## config.mk

```make
export PLATFORM = sky130hd
export DESIGN_NAME = sram_bus_arbiter_flat
export DESIGN_NICKNAME = d
export VERILOG_FILES = /design/src/rtl/sram_bus_arbiter_if.sv /design/src/rtl/sram_bus_arbiter.sv /design/src/flat_wrapper.sv
export SDC_FILE = /design/constraint.sdc
export NUM_CORES = 1
export LEC_CHECK = 0
export CAP_MARGIN = 20
export CORE_MARGIN = 8
export CORE_UTILIZATION = 38
export DETAILED_ROUTE_END_ITERATION = 8
export PLACE_DENSITY = 0.94
export SETUP_SLACK_MARGIN = 0.4
export SLEW_MARGIN = 10
export SYNTH_ARGS = -nofsm -noshare
export SYNTH_HDL_FRONTEND = slang
export SYNTH_SLANG_ARGS = --single-unit
```

## constraint.sdc

```tcl
create_clock -name clk -period 2.9 [get_ports clk]
set_input_delay 0.58 -clock clk [delete_from_list [all_inputs] [get_ports clk]]
set_output_delay 0.58 -clock clk [all_outputs]
set_load 0.02 [all_outputs]
```

## src/rtl/sram_bus_arbiter_if.sv

```systemverilog
// ----------------------------------------------------------------------------
// sram_bus_arbiter_if
// Groups the three SRAM-like handshake channels that meet at the arbiter:
//   inst_* : instruction fetch (read-only requester)
//   data_* : memory stage (load/store requester)
//   mem_*  : the shared port toward the external bus bridge
// Modports:
//   master : the arbiter's view (accepts inst/data requests, drives mem_*)
//   slave  : the surrounding environment (requesters plus bus bridge)
// ----------------------------------------------------------------------------
interface sram_bus_arbiter_if;
    // Fetch channel
    logic        inst_req;
    logic [31:0] inst_addr;
    logic        inst_addr_ok;
    logic        inst_data_ok;
    logic [31:0] inst_rdata;

    // Memory-stage channel
    logic        data_req;
    logic        data_wr;
    logic [3:0]  data_wen;
    logic [31:0] data_addr;
    logic [31:0] data_wdata;
    logic        data_addr_ok;
    logic        data_data_ok;
    logic [31:0] data_rdata;

    // Shared bus channel
    logic        mem_req;
    logic        mem_wr;
    logic [3:0]  mem_wen;
    logic [31:0] mem_addr;
    logic [31:0] mem_wdata;
    logic        mem_addr_ok;
    logic        mem_data_ok;
    logic [31:0] mem_rdata;

    modport master (
        input  inst_req, inst_addr,
        output inst_addr_ok, inst_data_ok, inst_rdata,
        input  data_req, data_wr, data_wen, data_addr, data_wdata,
        output data_addr_ok, data_data_ok, data_rdata,
        output mem_req, mem_wr, mem_wen, mem_addr, mem_wdata,
        input  mem_addr_ok, mem_data_ok, mem_rdata
    );

    modport slave (
        output inst_req, inst_addr,
        input  inst_addr_ok, inst_data_ok, inst_rdata,
        output data_req, data_wr, data_wen, data_addr, data_wdata,
        input  data_addr_ok, data_data_ok, data_rdata,
        input  mem_req, mem_wr, mem_wen, mem_addr, mem_wdata,
        output mem_addr_ok, mem_data_ok, mem_rdata
    );
endinterface

```

## src/rtl/sram_bus_arbiter.sv

```systemverilog
// ----------------------------------------------------------------------------
// sram_bus_arbiter
// Shares one SRAM-like memory port between instruction fetch and the data
// memory stage. One transaction is outstanding at a time. The data side has
// fixed priority; a starvation counter forces a fetch grant after
// STARVE_LIMIT consecutive data grants while fetch is waiting.
//
// Ports:
//   clk  : clock
//   rst  : synchronous active-high reset
//   bus  : sram_bus_arbiter_if.master (inst_*, data_*, mem_* channels)
//
// Parameters:
//   STARVE_LIMIT : data grants allowed while inst_req pends (1..15)
//
// Optional build macro:
//   ARB_KSEG_MAP_EN : when defined, addresses in 0x8000_0000..0xBFFF_FFFF
//                     are folded to physical {3'b000, addr[28:0]} at grant.
// ----------------------------------------------------------------------------
module sram_bus_arbiter #(
    parameter int STARVE_LIMIT = 4
) (
    input  logic               clk,
    input  logic               rst,
    sram_bus_arbiter_if.master bus
);

    localparam logic [3:0] STARVE_LIMIT_C = 4'(STARVE_LIMIT);
    localparam logic [3:0] STARVE_MAX_C   = 4'd15;

    typedef enum logic [1:0] {
        ST_IDLE = 2'b00,
        ST_ADDR = 2'b01,
        ST_DATA = 2'b10
    } state_t;

    typedef enum logic {
        OWN_INST = 1'b0,
        OWN_DATA = 1'b1
    } owner_t;

    state_t      state_r;
    state_t      state_s;
    owner_t      owner_r;
    logic        wr_r;
    logic [3:0]  wen_r;
    logic [31:0] addr_r;
    logic [31:0] wdata_r;
    logic [3:0]  starve_cnt_r;

    logic        grant_data_s;
    logic        grant_inst_s;
    logic [31:0] grant_addr_s;

`ifdef ARB_KSEG_MAP_EN
    // kseg0/kseg1 (top nibble 0x8..0xB) fold onto the low 512 MB.
    function automatic logic [31:0] kseg_map(input logic [31:0] addr);
        logic [31:0] mapped;
        if (addr[31:30] == 2'b10) begin
            mapped = {3'b000, addr[28:0]};
        end else begin
            mapped = addr;
        end
        return mapped;
    endfunction
`endif

    // Arbitration decision and the address to latch on a grant (IDLE only).
    always_comb begin
        grant_data_s = 1'b0;
        grant_inst_s = 1'b0;
        grant_addr_s = 32'h0000_0000;
        if (state_r == ST_IDLE) begin
            if (bus.data_req && (!bus.inst_req || (starve_cnt_r < STARVE_LIMIT_C))) begin
                grant_data_s = 1'b1;
                grant_addr_s = bus.data_addr;
            end else if (bus.inst_req) begin
                grant_inst_s = 1'b1;
                grant_addr_s = bus.inst_addr;
            end else begin
                grant_addr_s = 32'h0000_0000;
            end
        end else begin
            grant_addr_s = 32'h0000_0000;
        end
`ifdef ARB_KSEG_MAP_EN
        grant_addr_s = kseg_map(grant_addr_s);
`endif
    end

    // FSM state register.
    always_ff @(posedge clk) begin
        if (rst) begin
            state_r <= ST_IDLE;
        end else begin
            state_r <= state_s;
        end
    end

    // Grant latch: owner, request fields and the starvation counter.
    always_ff @(posedge clk) begin
        if (rst) begin
            owner_r      <= OWN_INST;
            wr_r         <= 1'b0;
            wen_r        <= 4'b0000;
            addr_r       <= 32'h0000_0000;
            wdata_r      <= 32'h0000_0000;
            starve_cnt_r <= 4'd0;
        end else if (grant_data_s) begin
            owner_r <= OWN_DATA;
            wr_r    <= bus.data_wr;
            wen_r   <= bus.data_wen;
            addr_r  <= grant_addr_s;
            wdata_r <= bus.data_wdata;
            // Only count data grants that actually made fetch wait.
            if (bus.inst_req) begin
                starve_cnt_r <= (starve_cnt_r == STARVE_MAX_C) ? STARVE_MAX_C
                                                               : starve_cnt_r + 4'd1;
            end else begin
                starve_cnt_r <= 4'd0;
            end
        end else if (grant_inst_s) begin
            owner_r      <= OWN_INST;
            wr_r         <= 1'b0;
            wen_r        <= 4'b0000;
            addr_r       <= grant_addr_s;
            wdata_r      <= 32'h0000_0000;
            starve_cnt_r <= 4'd0;
        end else begin
            starve_cnt_r <= starve_cnt_r;
        end
    end

    // Next-state logic and handshake outputs; ok pulses route only to the owner.
    always_comb begin
        state_s          = state_r;
        bus.mem_req      = 1'b0;
        bus.inst_addr_ok = 1'b0;
        bus.inst_data_ok = 1'b0;
        bus.data_addr_ok = 1'b0;
        bus.data_data_ok = 1'b0;
        case (state_r)
            ST_IDLE: begin
                // A stale mem_data_ok here is deliberately dropped.
                if (grant_data_s || grant_inst_s) begin
                    state_s = ST_ADDR;
                end else begin
                    state_s = ST_IDLE;
                end
            end
            ST_ADDR: begin
                bus.mem_req = 1'b1;
                if (bus.mem_addr_ok) begin
                    state_s = ST_DATA;
                    if (owner_r == OWN_DATA) begin
                        bus.data_addr_ok = 1'b1;
                    end else begin
                        bus.inst_addr_ok = 1'b1;
                    end
                end else begin
                    state_s = ST_ADDR;
                end
            end
            ST_DATA: begin
                if (bus.mem_data_ok) begin
                    state_s = ST_IDLE;
                    if (owner_r == OWN_DATA) begin
                        bus.data_data_ok = 1'b1;
                    end else begin
                        bus.inst_data_ok = 1'b1;
                    end
                end else begin
                    state_s = ST_DATA;
                end
            end
            default: begin
                state_s = ST_IDLE;
            end
        endcase
    end

    assign bus.mem_wr     = wr_r;
    assign bus.mem_wen    = wen_r;
    assign bus.mem_addr   = addr_r;
    assign bus.mem_wdata  = wdata_r;
    assign bus.inst_rdata = bus.mem_rdata;
    assign bus.data_rdata = bus.mem_rdata;

endmodule

```

## src/flat_wrapper.sv

```systemverilog
// flat-port wrapper written by rule: the top's interface ports become plain ports
module sram_bus_arbiter_flat 
#(
    parameter int STARVE_LIMIT = 4
)
  (clk, rst, bus_inst_req, bus_inst_addr, bus_inst_addr_ok, bus_inst_data_ok, bus_inst_rdata, bus_data_req, bus_data_wr, bus_data_wen, bus_data_addr, bus_data_wdata, bus_data_addr_ok, bus_data_data_ok, bus_data_rdata, bus_mem_req, bus_mem_wr, bus_mem_wen, bus_mem_addr, bus_mem_wdata, bus_mem_addr_ok, bus_mem_data_ok, bus_mem_rdata);
  sram_bus_arbiter_if bus_i ();
  input  logic clk;
  input  logic rst;
  input wire logic [$bits(bus_i.inst_req)-1:0] bus_inst_req;
  input wire logic [$bits(bus_i.inst_addr)-1:0] bus_inst_addr;
  output wire logic [$bits(bus_i.inst_addr_ok)-1:0] bus_inst_addr_ok;
  output wire logic [$bits(bus_i.inst_data_ok)-1:0] bus_inst_data_ok;
  output wire logic [$bits(bus_i.inst_rdata)-1:0] bus_inst_rdata;
  input wire logic [$bits(bus_i.data_req)-1:0] bus_data_req;
  input wire logic [$bits(bus_i.data_wr)-1:0] bus_data_wr;
  input wire logic [$bits(bus_i.data_wen)-1:0] bus_data_wen;
  input wire logic [$bits(bus_i.data_addr)-1:0] bus_data_addr;
  input wire logic [$bits(bus_i.data_wdata)-1:0] bus_data_wdata;
  output wire logic [$bits(bus_i.data_addr_ok)-1:0] bus_data_addr_ok;
  output wire logic [$bits(bus_i.data_data_ok)-1:0] bus_data_data_ok;
  output wire logic [$bits(bus_i.data_rdata)-1:0] bus_data_rdata;
  output wire logic [$bits(bus_i.mem_req)-1:0] bus_mem_req;
  output wire logic [$bits(bus_i.mem_wr)-1:0] bus_mem_wr;
  output wire logic [$bits(bus_i.mem_wen)-1:0] bus_mem_wen;
  output wire logic [$bits(bus_i.mem_addr)-1:0] bus_mem_addr;
  output wire logic [$bits(bus_i.mem_wdata)-1:0] bus_mem_wdata;
  input wire logic [$bits(bus_i.mem_addr_ok)-1:0] bus_mem_addr_ok;
  input wire logic [$bits(bus_i.mem_data_ok)-1:0] bus_mem_data_ok;
  input wire logic [$bits(bus_i.mem_rdata)-1:0] bus_mem_rdata;
  assign bus_i.inst_req = bus_inst_req;
  assign bus_i.inst_addr = bus_inst_addr;
  assign bus_inst_addr_ok = bus_i.inst_addr_ok;
  assign bus_inst_data_ok = bus_i.inst_data_ok;
  assign bus_inst_rdata = bus_i.inst_rdata;
  assign bus_i.data_req = bus_data_req;
  assign bus_i.data_wr = bus_data_wr;
  assign bus_i.data_wen = bus_data_wen;
  assign bus_i.data_addr = bus_data_addr;
  assign bus_i.data_wdata = bus_data_wdata;
  assign bus_data_addr_ok = bus_i.data_addr_ok;
  assign bus_data_data_ok = bus_i.data_data_ok;
  assign bus_data_rdata = bus_i.data_rdata;
  assign bus_mem_req = bus_i.mem_req;
  assign bus_mem_wr = bus_i.mem_wr;
  assign bus_mem_wen = bus_i.mem_wen;
  assign bus_mem_addr = bus_i.mem_addr;
  assign bus_mem_wdata = bus_i.mem_wdata;
  assign bus_i.mem_addr_ok = bus_mem_addr_ok;
  assign bus_i.mem_data_ok = bus_mem_data_ok;
  assign bus_i.mem_rdata = bus_mem_rdata;
  sram_bus_arbiter #(.STARVE_LIMIT(STARVE_LIMIT)) u_core (.clk(clk), .rst(rst), .bus(bus_i));
endmodule
```

==> results of run 1 <==
## cell usage after synthesis, drive strengths merged, types with 2 or more instances
library cell,instances
nand3,101
buf,91
dfxtp,76
a21oi,75
o21ai,42
a311oi,32
clkbuf,23
nor2,6
nand2,4
and3,3
nand2b,2
nor2b,2
nor3b,2
o2111ai,2
or2,2
## worst reg2reg max path, stage by stage (launching register included)
cell and delay [ns]:
dfxtp_1 0.37, o21ai_4 0.75, buf_12 0.29, nand3_1 0.15, a21oi_1 0.18
## cell type report
| cell class | instances | area, um^2 |
|---|---|---|
| clock buffer | 10 | 138 |
| sequential | 76 | 1520 |
| multi-input combinational | 276 | 1570 |
| tap | 133 | 166 |
| timing repair buffer | 192 | 1910 |
| fill | 872 | 4400 |
| inverter | 1 | 3.75 |
| clock inverter | 6 | 63.8 |
## metal layers
layer,global-route usage [%],vias up,wire (um)
met5,0,-,0
met4,7.43,0,374
met3,7.39,43,1550
met2,33.4,253,6560
met1,20.7,1842,5070
li1,-,1804,-
## state kept, by name, indices dropped and copies added, names as in the netlist
signal,count
u_core.bus.mem_addr,32
u_core.owner_r,1
u_core.bus.mem_wen,4
u_core.starve_cnt_r,4
u_core.bus.mem_wr,1
u_core.bus.mem_wdata,32
u_core.state_r,2
## worst max path at each step
stage / startpoint / end
CTS: u_core.state_r[1] / bus_inst_data_ok
global placement: bus_data_req / u_core.bus.mem_wdata[7]
finish: bus_mem_addr_ok / bus_data_addr_ok
global route: u_core.state_r[0] / bus_data_addr_ok
detailed placement: bus_data_req / u_core.bus.mem_addr[22]
floorplan: u_core.state_r[0] / bus_inst_addr_ok
## power groups by stage
stage	Sequential (W)	Combinational (W)	Clock, W
3_5_place_dp	0.00121	0.000756	0
5_1_grt	0.00119	0.000809	0.000902
6_report	0.00118	0.000757	0.000832
3_3_place_gp	0.00120	0.000732	0
4_1_cts	0.00118	0.000758	0.000863
2_1_floorplan	0.00130	0.000392	0
## placed cells by master, fill, tap and decap left out, types with 2 or more instances in the layout
| cell type | synthesis | routed |
|---|---|---|
| a21oi_1 | 75 | 75 |
| nor2_2 | 1 | 2 |
| nand3_1 | 99 | 99 |
| nand3_2 | 2 | 2 |
| clkbuf_8 | 0 | 10 |
| clkdlybuf4s50_1 | 0 | 178 |
| clkinv_2 | 0 | 2 |
| a311oi_1 | 32 | 32 |
| nand2_1 | 4 | 4 |
| and3_1 | 3 | 3 |
| nand2b_1 | 2 | 2 |
| o21ai_0 | 33 | 33 |
| o21ai_1 | 8 | 8 |
| clkinvlp_4 | 0 | 2 |
| buf_4 | 65 | 10 |
| o2111ai_1 | 2 | 2 |
| nor2_1 | 4 | 3 |
| dfxtp_1 | 76 | 75 |
## stage by stage
| stage | hold slack, ns | cells | power (W) | worst slack, ns | utilization, % |
|---|---|---|---|---|---|
| 2_1_floorplan | 0.454 | 467 | 0.00170 | 1.08 | - |
| 3_3_place_gp | 0.456 | 677 | 0.00193 | 0.379 | 52.7 |
| 3_5_place_dp | 0.466 | 677 | 0.00196 | 0.291 | 52.7 |
| 4_1_cts | 0.477 | 693 | 0.00280 | 0.420 | 54.8 |
| 5_1_grt | 0.498 | 694 | 0.00290 | 0.334 | 55.0 |
| 6_report | 0.475 | 694 | 0.00277 | 0.424 | 55.0 |
## timing repair
action | in CTS | in global routing
setup endpoints to repair | 2 | 4
resized for setup | 1 | 2
hold endpoints to repair | 0 | 0
pin swaps | 0 | 0
## cell families (layout without fill, tap and decap cells)
group,after synthesis,in the layout
adder cells (fa/ha/maj),1,1
AO/OA/AOI/OAI,151,151
AND/OR/NAND/NOR,124,124
buffers and inverters,115,209
flip-flops,76,76
==> impl_metrics.tcl, run 1 <==
set metrics [dict create \
    hold_violations 0 \
    clkTransAtPathRegs_ns 0.08 \
    syn_area_per_cell_um2 8.16 \
    die_w_um 116 \
    vias_per_cell 5.68 \
    setup_viol 0 \
    relSlewSlack_pct 38.4 \
    critPathLaunchType "input port" \
    min_from "u_core.bus.mem_wen[0]" \
    whs_path_depth 2 \
    worstSetupPathType "input port to primary output" \
    synth_simple_gate_area_share_pct 17.2 \
    p_sw_w 0.000847 \
    rows 36 \
    dr_total_vias 3942 \
    dpl_cell_area_um2 5150 \
    ys_seq_area_share_pct 39.9 \
    area_growth_syn_to_layout_pct 41.2 \
    power.density_nw_per_um2 516 \
    critPathMaxFanout 3 \
    critical_path_required_ns 2.32 \
    finalInstanceArea_um2 5380 \
    final_nets 696 \
    cts.path.max_buffers 2 \
    drc 0 \
    hold_class "flip-flop to flip-flop" \
    cts_setup_buffers 0 \
    boundaryPins 277 \
    die_area_um2 13500 \
    cts_buffers 9 \
    synthXorXnorAreaFrac_pct 0 \
    drt_iter0_drc 375 \
    switching_share_pct 30.6 \
    hold_end "u_core.bus.mem_wen[0]" \
    routed_wl_mm 13.6 \
    p_comb_share_pct 27.3 \
    ctsRootBufferMaster "clkbuf_8" \
    crit_path_end_kind "primary output" \
    syn_nets 607 \
    yosys.area.top_type "dfxtp_1" \
    synth_compound_area_share_pct 23.3 \
    first_global_vias 4051 \
    die-height_um 116 \
    p_seq_share_pct 42.7 \
    rr_endpoint "u_core.bus.mem_wdata[14]" \
    slowest_stage "clkdlybuf4s50_1" \
    clkLatencyLatePin_ns 0.35 \
    synthMuxAreaShare_pct 0 \
    synth_edf_count 0 \
    synthAdderAreaFrac_pct 0.329 \
    dp_hpwl_mm 9.70 \
    netlist.area_leader.share_pct 39.9 \
    synth_top_family_by_area "compound AO/OA/AOI/OAI gates" \
    ys.flop_type "dfxtp_1" \
    antenna_found_initial 0 \
    postCtsHoldBufs 0 \
    start_util_pct 39.0 \
    wl_per_cell_um 19.5 \
    fmax_mhz 404 \
    outcome "finished clean" \
    overflow 0 \
    cts_tree "built" \
    grt_pass1_wl_mm 20.7 \
    p_clk_share_pct 30.0 \
    finClkSkew_ns 0.0156 \
    grt_usage_pct 19.2 \
    max_slew.worst_pin.slew_ns 0.921 \
    grt_max_degree 45 \
    maxCapViolCount 0 \
    min_period_ns 2.48 \
    reg2reg_from "u_core.starve_cnt_r[3]" \
    drtAntennaViolNets 0 \
    cp_slowest_stage_delay_ns 0.63 \
    drtPass1Iterations 5 \
    tns_ns 0 \
    period_share_pct 85.4 \
    htree_levels 3 \
    yosys_warnings 0 \
    synthCells 467 \
    cp.arrival_ns 1.90 \
    clock_sinks 76 \
    drive_above_1_share_pct 6.95 \
    synth_area_um2 3810 \
    p_leak_nw 1.88 \
    critPathMostFrequentCell "clkdlybuf4s50_1" \
    async_flop_share_pct 0 \
    crit_buf_inv 2 \
    synthTopCellsByArea "dfxtp_1, nand3_1, buf_4" \
    drv_slew 0 \
    crit_chain "clkdlybuf4s50_1, and3_1, clkdlybuf4s50_1" \
    port_buffers 180 \
    antenna_cells 0 \
    gp_congestion 0.862 \
    vdd_drop_max_v 0.000283 \
    critical_path.top_delay_family "buffers and inverters" \
    internal-power_w 0.00193 \
    r2r_slack_ns 1.09 \
    yosysUniqueCellTypes 28 \
    core-area_um2 9770 \
    path_depth 3 \
    rsz0062_at_grt "yes" \
    r2r_cells 4 \
    ys_ff_latch 76 \
]
Power figures use the tool's default switching activity.
==> inputs of run 2 (changes only) <==
--- a/config.mk
+++ b/config.mk
@@ -12,5 +12,4 @@
 export PLACE_DENSITY = 0.94
 export SETUP_SLACK_MARGIN = 0.4
-export SLEW_MARGIN = 10
 export SYNTH_ARGS = -nofsm -noshare
 export SYNTH_HDL_FRONTEND = slang
==> constraint.sdc (replaced) <==
create_clock -name clk -period 2.9 [get_ports clk]
set_input_delay 0.725 -clock clk [delete_from_list [all_inputs] [get_ports clk]]
set_output_delay 0.725 -clock clk [all_outputs]
set_load 0.02 [all_outputs]
==> run 2 against run 1 <==
Cell count is 0.29% higher. Sequential power hardly changed. Non-clock buffer count is 2 higher. Clock power is 5.0% lower. Critical path type unchanged. Largest power group unchanged. Largest cell class unchanged. Global-route usage is 0.12 points lower. Via count is 0.99% lower. Flip-flop and latch count stayed put. Worst setup slack better by 0.037 ns. Combinational power hardly changed. Count of clock-buffer cells in the layout is 2 higher. Die area stayed put.
==> impl_metrics.tcl, run 2 (synthesis results as in run 1) <==
set metrics [dict create \
    cp.arrival_ns 1.71 \
    fmax_mhz 410 \
    drv_slew 0 \
    wl_per_cell_um 19.1 \
    boundaryPins 277 \
    endpoint "bus_data_addr_ok" \
    hold_class "flip-flop to flip-flop" \
    die_w_um 116 \
    dr_total_vias 3903 \
    setup_viol 0 \
    ctsRootBufferMaster "clkbuf_8" \
    start_util_pct 39.0 \
    drtAntennaViolNets 0 \
    routed_wl_mm 13.3 \
    min_period_ns 2.44 \
    drtPass1Iterations 5 \
    drc 0 \
    cts_buffers 9 \
    relSlewSlack_pct 47.8 \
    postCtsHoldBufs 0 \
    antenna_cells 0 \
    r2r_slack_ns 1.00 \
    p_leak_nw 1.88 \
    reg2reg_from "u_core.starve_cnt_r[3]" \
    rr_endpoint "u_core.bus.mem_addr[15]" \
    maxCapViolCount 0 \
    clkLatencyLatePin_ns 0.33 \
    vdd_drop_max_v 0.000270 \
    die_area_um2 13500 \
    vias_per_cell 5.61 \
    cts.path.max_buffers 2 \
    period_share_pct 84.1 \
    drive_above_1_share_pct 7.28 \
    mostFrequentLayoutCell "clkdlybuf4s50_1" \
    core-area_um2 9770 \
    antenna_found_initial 0 \
    cts_setup_buffers 0 \
    clock_sinks 76 \
    p_total_w 0.00273 \
    critPathLaunchType "input port" \
    crit_path_end_kind "primary output" \
    dp_hpwl_mm 9.62 \
    die-height_um 116 \
    gp_congestion 0.853 \
    first_global_vias 3991 \
    critical_path_required_ns 2.17 \
    rsz0062_at_grt "no" \
    finClkSkew_ns 0.00910 \
    hold_violations 0 \
    regArea_um2 1520 \
    tns_ns 0 \
    htree_levels 3 \
    r2r_cells 4 \
    final_core_util_pct 54.9 \
    overflow 0 \
    max_slew.worst_pin.slew_ns 0.780 \
    grt_pass1_wl_mm 20.5 \
    final_cell_mix "clkdlybuf4s50_1, nand3_1, dfxtp_1" \
    area_growth_syn_to_layout_pct 40.9 \
    outcome "finished clean" \
    multi_input_area_um2 1570 \
    grt_usage_pct 19.1 \
    grt_max_degree 44 \
    critPathLaunch "bus_mem_addr_ok" \
    rows 36 \
    power.density_nw_per_um2 509 \
    critPathMaxFanout 3 \
    fillers 853 \
    cts_tree "built" \
    drt_iter0_drc 346 \
    clkTransAtPathRegs_ns 0.07 \
    final_nets 698 \
    port_buffers 180 \
    worstSetupPathType "input port to primary output" \
]
run 2: changes by cell type in the layout (fill, tap and decap cells not counted), sizes merged:
| cell | previous run | this run |
|---|---|---|
| dlygate4sd2 | 0 | 2 |
| clkinvlp | 2 | 3 |
| clkbuf | 10 | 13 |
| buf | 13 | 15 |
| bufinv | 1 | 0 |
| clkdlybuf4s50 | 178 | 175 |
| clkdlybuf4s15 | 0 | 1 |
| clkinv | 3 | 0 |
| inv | 1 | 2 |
| dlymetal6s2s | 1 | 0 |
run 2: per-layer routing:
metal,part of all wire (%),global-route usage [%],up-vias
li1,-,-,1808
met2,49,33.8,218
met1,37,19.5,1827
met5,0,0,-
met4,3.7,11.0,0
met3,10,6.20,50
run 2: worst min-delay path by stage:
| stage | start | to | cells past startpoint | slack, ns |
|---|---|---|---|---|
| 4_1_cts | u_core.bus.mem_wdata[12] | u_core.bus.mem_wdata[12] | 2 | 0.48 |
| 2_1_floorplan | u_core.starve_cnt_r[1] | u_core.starve_cnt_r[1] | 2 | 0.45 |
| 3_5_place_dp | u_core.bus.mem_wdata[12] | u_core.bus.mem_wdata[12] | 2 | 0.47 |
| 3_3_place_gp | u_core.bus.mem_wdata[31] | u_core.bus.mem_wdata[31] | 2 | 0.46 |
| 5_1_grt | u_core.bus.mem_wdata[9] | u_core.bus.mem_wdata[9] | 2 | 0.50 |
| 6_report | u_core.bus.mem_wdata[12] | u_core.bus.mem_wdata[12] | 2 | 0.47 |
run 2: what timing repair did:
| item | 4_1_cts | 5_1_grt |
|---|---|---|
| hold endpoints to repair | 0 | 0 |
| gates cloned | 0 | 0 |
| gates resized for setup | 4 | 4 |
| pin swaps | 0 | 0 |
| endpoints found under the setup margin | 4 | 3 |
run 2: where the power goes:
part | internal, W | leakage (nW) | switching (W)
logic | 0.000374 | 1.16 | 0.000384
registers | 0.00113 | 0.626 | 0.0000490
clock network | 0.000385 | 0.0913 | 0.000405
total | 0.00189 | 1.88 | 0.000838
run 2: critical path: stages:
cell and delay, ns:
clkdlybuf4s50_1 0.48, and3_1 0.18, clkdlybuf4s15_1 0.33
run 2: final cells by class:
type,count,area share (%)
timing repair buffer,194,35.5
inverter,1,0.0699
sequential,76,28.3
tap,133,3.10
multi-input combinational,276,29.3
clock buffer,12,3.08
clock inverter,4,0.583
run 2: stage by stage:
step           cell area, um^2  setup slack (ns)  hold slack [ns]  std cells
2_1_floorplan             3810             0.936            0.454        467
3_3_place_gp              5180             0.206            0.457        680
3_5_place_dp              5180             0.156            0.465        680
4_1_cts                   5370             0.409            0.476        696
5_1_grt                   5370             0.409            0.497        696
6_report                  5370             0.461            0.471        696
==> inputs of run 3 (changes only) <==
Settings changed: CORE_UTILIZATION 38 to 35, PLACE_DENSITY 0.94 to 0.88.
Clock period 2.9 ns to 2.3 ns, I/O delays scaled along.
==> run 3 against run 2 <==
Clock power increased by 32%. Largest power group unchanged. Flip-flop and latch count unchanged. Cell count increased by 1.6%. Cell area increased by 2.7%. Worst hold slack improved by 0.0019 ns. Total power increased by 27%. Largest cell class unchanged.
==> impl_metrics.tcl, run 3 (synthesis results as in run 1) <==
set metrics [dict create \
    outcome "finished clean" \
    regArea_um2 1530 \
    port_buffers 180 \
    crit_chain "buf_12, nor2b_4, and3_1, buf_6" \
    critical_path_required_ns 1.73 \
    placedCellCount 689 \
    clkLatencyLatePin_ns 0.35 \
    crit_buf_inv 2 \
    rows 38 \
    final_nets 702 \
    vdd_drop_max_v 0.000328 \
    cp.arrival_ns 1.29 \
    hold_violations 0 \
    hold_end "u_core.bus.mem_wdata[26]" \
    cts_tree "built" \
    dr_total_vias 3942 \
    ctsRootBufferMaster "clkbuf_8" \
    drc 0 \
    hold_class "flip-flop to flip-flop" \
    htree_levels 3 \
    cts_buffers 9 \
    r2r_slack_ns 0.72 \
    cts.path.max_buffers 2 \
    internal-power_w 0.00241 \
    p_leak_nw 2.48 \
    die_w_um 120 \
    drv_slew 0 \
    fmax_mhz 536 \
    area_growth_syn_to_layout_pct 44.7 \
    gp_congestion 0.779 \
    routed_wl_mm 13.4 \
    clock_sinks 76 \
    clkTransAtPathRegs_ns 0.09 \
    drtAntennaViolNets 0 \
    final_cell_mix "clkdlybuf4s50_1, nand3_1, a21oi_1" \
    reg2reg_from "u_core.state_r[0]" \
    dp_hpwl_mm 9.46 \
    first_global_vias 3903 \
    grt_usage_pct 17.5 \
    multi_input_area_um2 1590 \
    min_period_ns 1.87 \
    antenna_found_initial 0 \
    slowest_stage "dfxtp_4" \
    grt_max_degree 42 \
    antenna_cells 0 \
    start_util_pct 35.4 \
    p_clk_share_pct 30.1 \
    critical_path.top_delay_family "flip-flops" \
    r2r_cells 6 \
    period_share_pct 81.2 \
    tns_ns 0 \
    drtPass1Iterations 5 \
    cp_slowest_stage_delay_ns 0.36 \
    fillers 1013 \
    critPathLaunchType "flip-flop" \
    wl_per_cell_um 19.0 \
    die_area_um2 14500 \
    worstSetupPathType "flip-flop to primary output" \
    relSlewSlack_pct 72.8 \
    instances_no_fill 707 \
    switching_share_pct 30.6 \
    drt_iter0_drc 253 \
    min_from "u_core.bus.mem_wdata[26]" \
    whs_path_depth 2 \
    crit_path_end_kind "primary output" \
    power.density_nw_per_um2 629 \
    die-height_um 120 \
    vias_per_cell 5.58 \
    max_slew.worst_pin.slew_ns 0.408 \
    finClkSkew_ns 0.0142 \
    boundaryPins 277 \
    rr_endpoint "u_core.bus.mem_wen[2]" \
    grt_pass1_wl_mm 20.5 \
    p_sw_w 0.00106 \
    mostFrequentLayoutCell "clkdlybuf4s50_1" \
    critPathMaxFanout 3 \
    overflow 0 \
    p_seq_share_pct 42.9 \
    core-area_um2 10700 \
    p_total_w 0.00347 \
    rsz0062_at_grt "yes" \
    maxCapViolCount 0 \
    drive_above_1_share_pct 8.99 \
    setup_viol 0 \
    p_comb_share_pct 27.1 \
]
[run 3: changes by cell type in the layout (fill, tap and decap cells not counted), sizes merged]
cell | previous run | this run
clkdlybuf4s15 | 1 | 0
clkinvlp | 3 | 1
clkbuf | 13 | 11
clkinv | 0 | 2
dlymetal6s2s | 0 | 23
bufinv | 0 | 1
buf | 15 | 23
clkdlybuf4s50 | 175 | 105
dlygate4sd2 | 2 | 47
[run 3: worst max-delay path by stage]
stage                 startpoint          endpoint  depth (start not counted)
2_1_floorplan  u_core.state_r[0]  bus_inst_addr_ok                          3
3_3_place_gp     bus_mem_data_ok  bus_data_data_ok                          3
3_5_place_dp     bus_mem_data_ok  bus_data_data_ok                          3
4_1_cts        u_core.state_r[1]  bus_data_data_ok                          3
5_1_grt        u_core.state_r[0]  bus_data_data_ok                          4
6_report       u_core.state_r[0]  bus_data_data_ok                          4
[run 3: power by group through the flow]
stage	clock network (W)	logic (W)	registers, W
final	0.00104	0.000939	0.00149
after global routing	0.00114	0.00100	0.00150
after CTS	0.00109	0.000937	0.00149
after detailed placement	0	0.000976	0.00152
after global placement	0	0.000954	0.00151
after floorplan	0	0.000495	0.00164
[run 3: repair_timing]
action,CTS,global route
endpoints found under the setup margin,66,31
gates resized for setup,68,28
hold buffers,0,0
hold endpoints to repair,0,0
pin swaps,1,1
buffers inserted,1,1
gates cloned,0,0
[run 3: area by class of cell]
class	count	area share, %
sequential	76	27.7
timing repair buffer	198	36.5
inverter	1	0.0681
clock inverter	5	1.09
multi-input combinational	276	28.8
clock buffer	11	2.56
tap	140	3.18
[run 3: per-layer routing]
layer	vias to the layer above	track usage, %	routed length (um)
li1	1821	-	-
met1	1860	18.2	4980
met2	216	30.3	6630
met3	45	7.09	1460
met4	0	8.12	362
met5	-	0	0
[run 3: worst reg2reg max path, stage by stage, from the launching register on]
cell and delay, ns:
dfxtp_4 0.36, buf_12 0.12, buf_4 0.14, or2_1 0.23, buf_4 0.26, o21ai_0 0.26, a21oi_1 0.10
[run 3: stage by stage]
step                      area, um^2  hold slack (ns)  setup slack (ns)  utilization, %
after floorplan                 3810            0.454             0.486               -
after global placement          5260            0.456           -0.0985            49.0
after detailed placement        5260            0.463            -0.103            49.0
after CTS                       5430            0.475             0.385            50.5
after global routing            5510            0.495             0.362            51.3
final                           5510            0.473             0.433            51.3
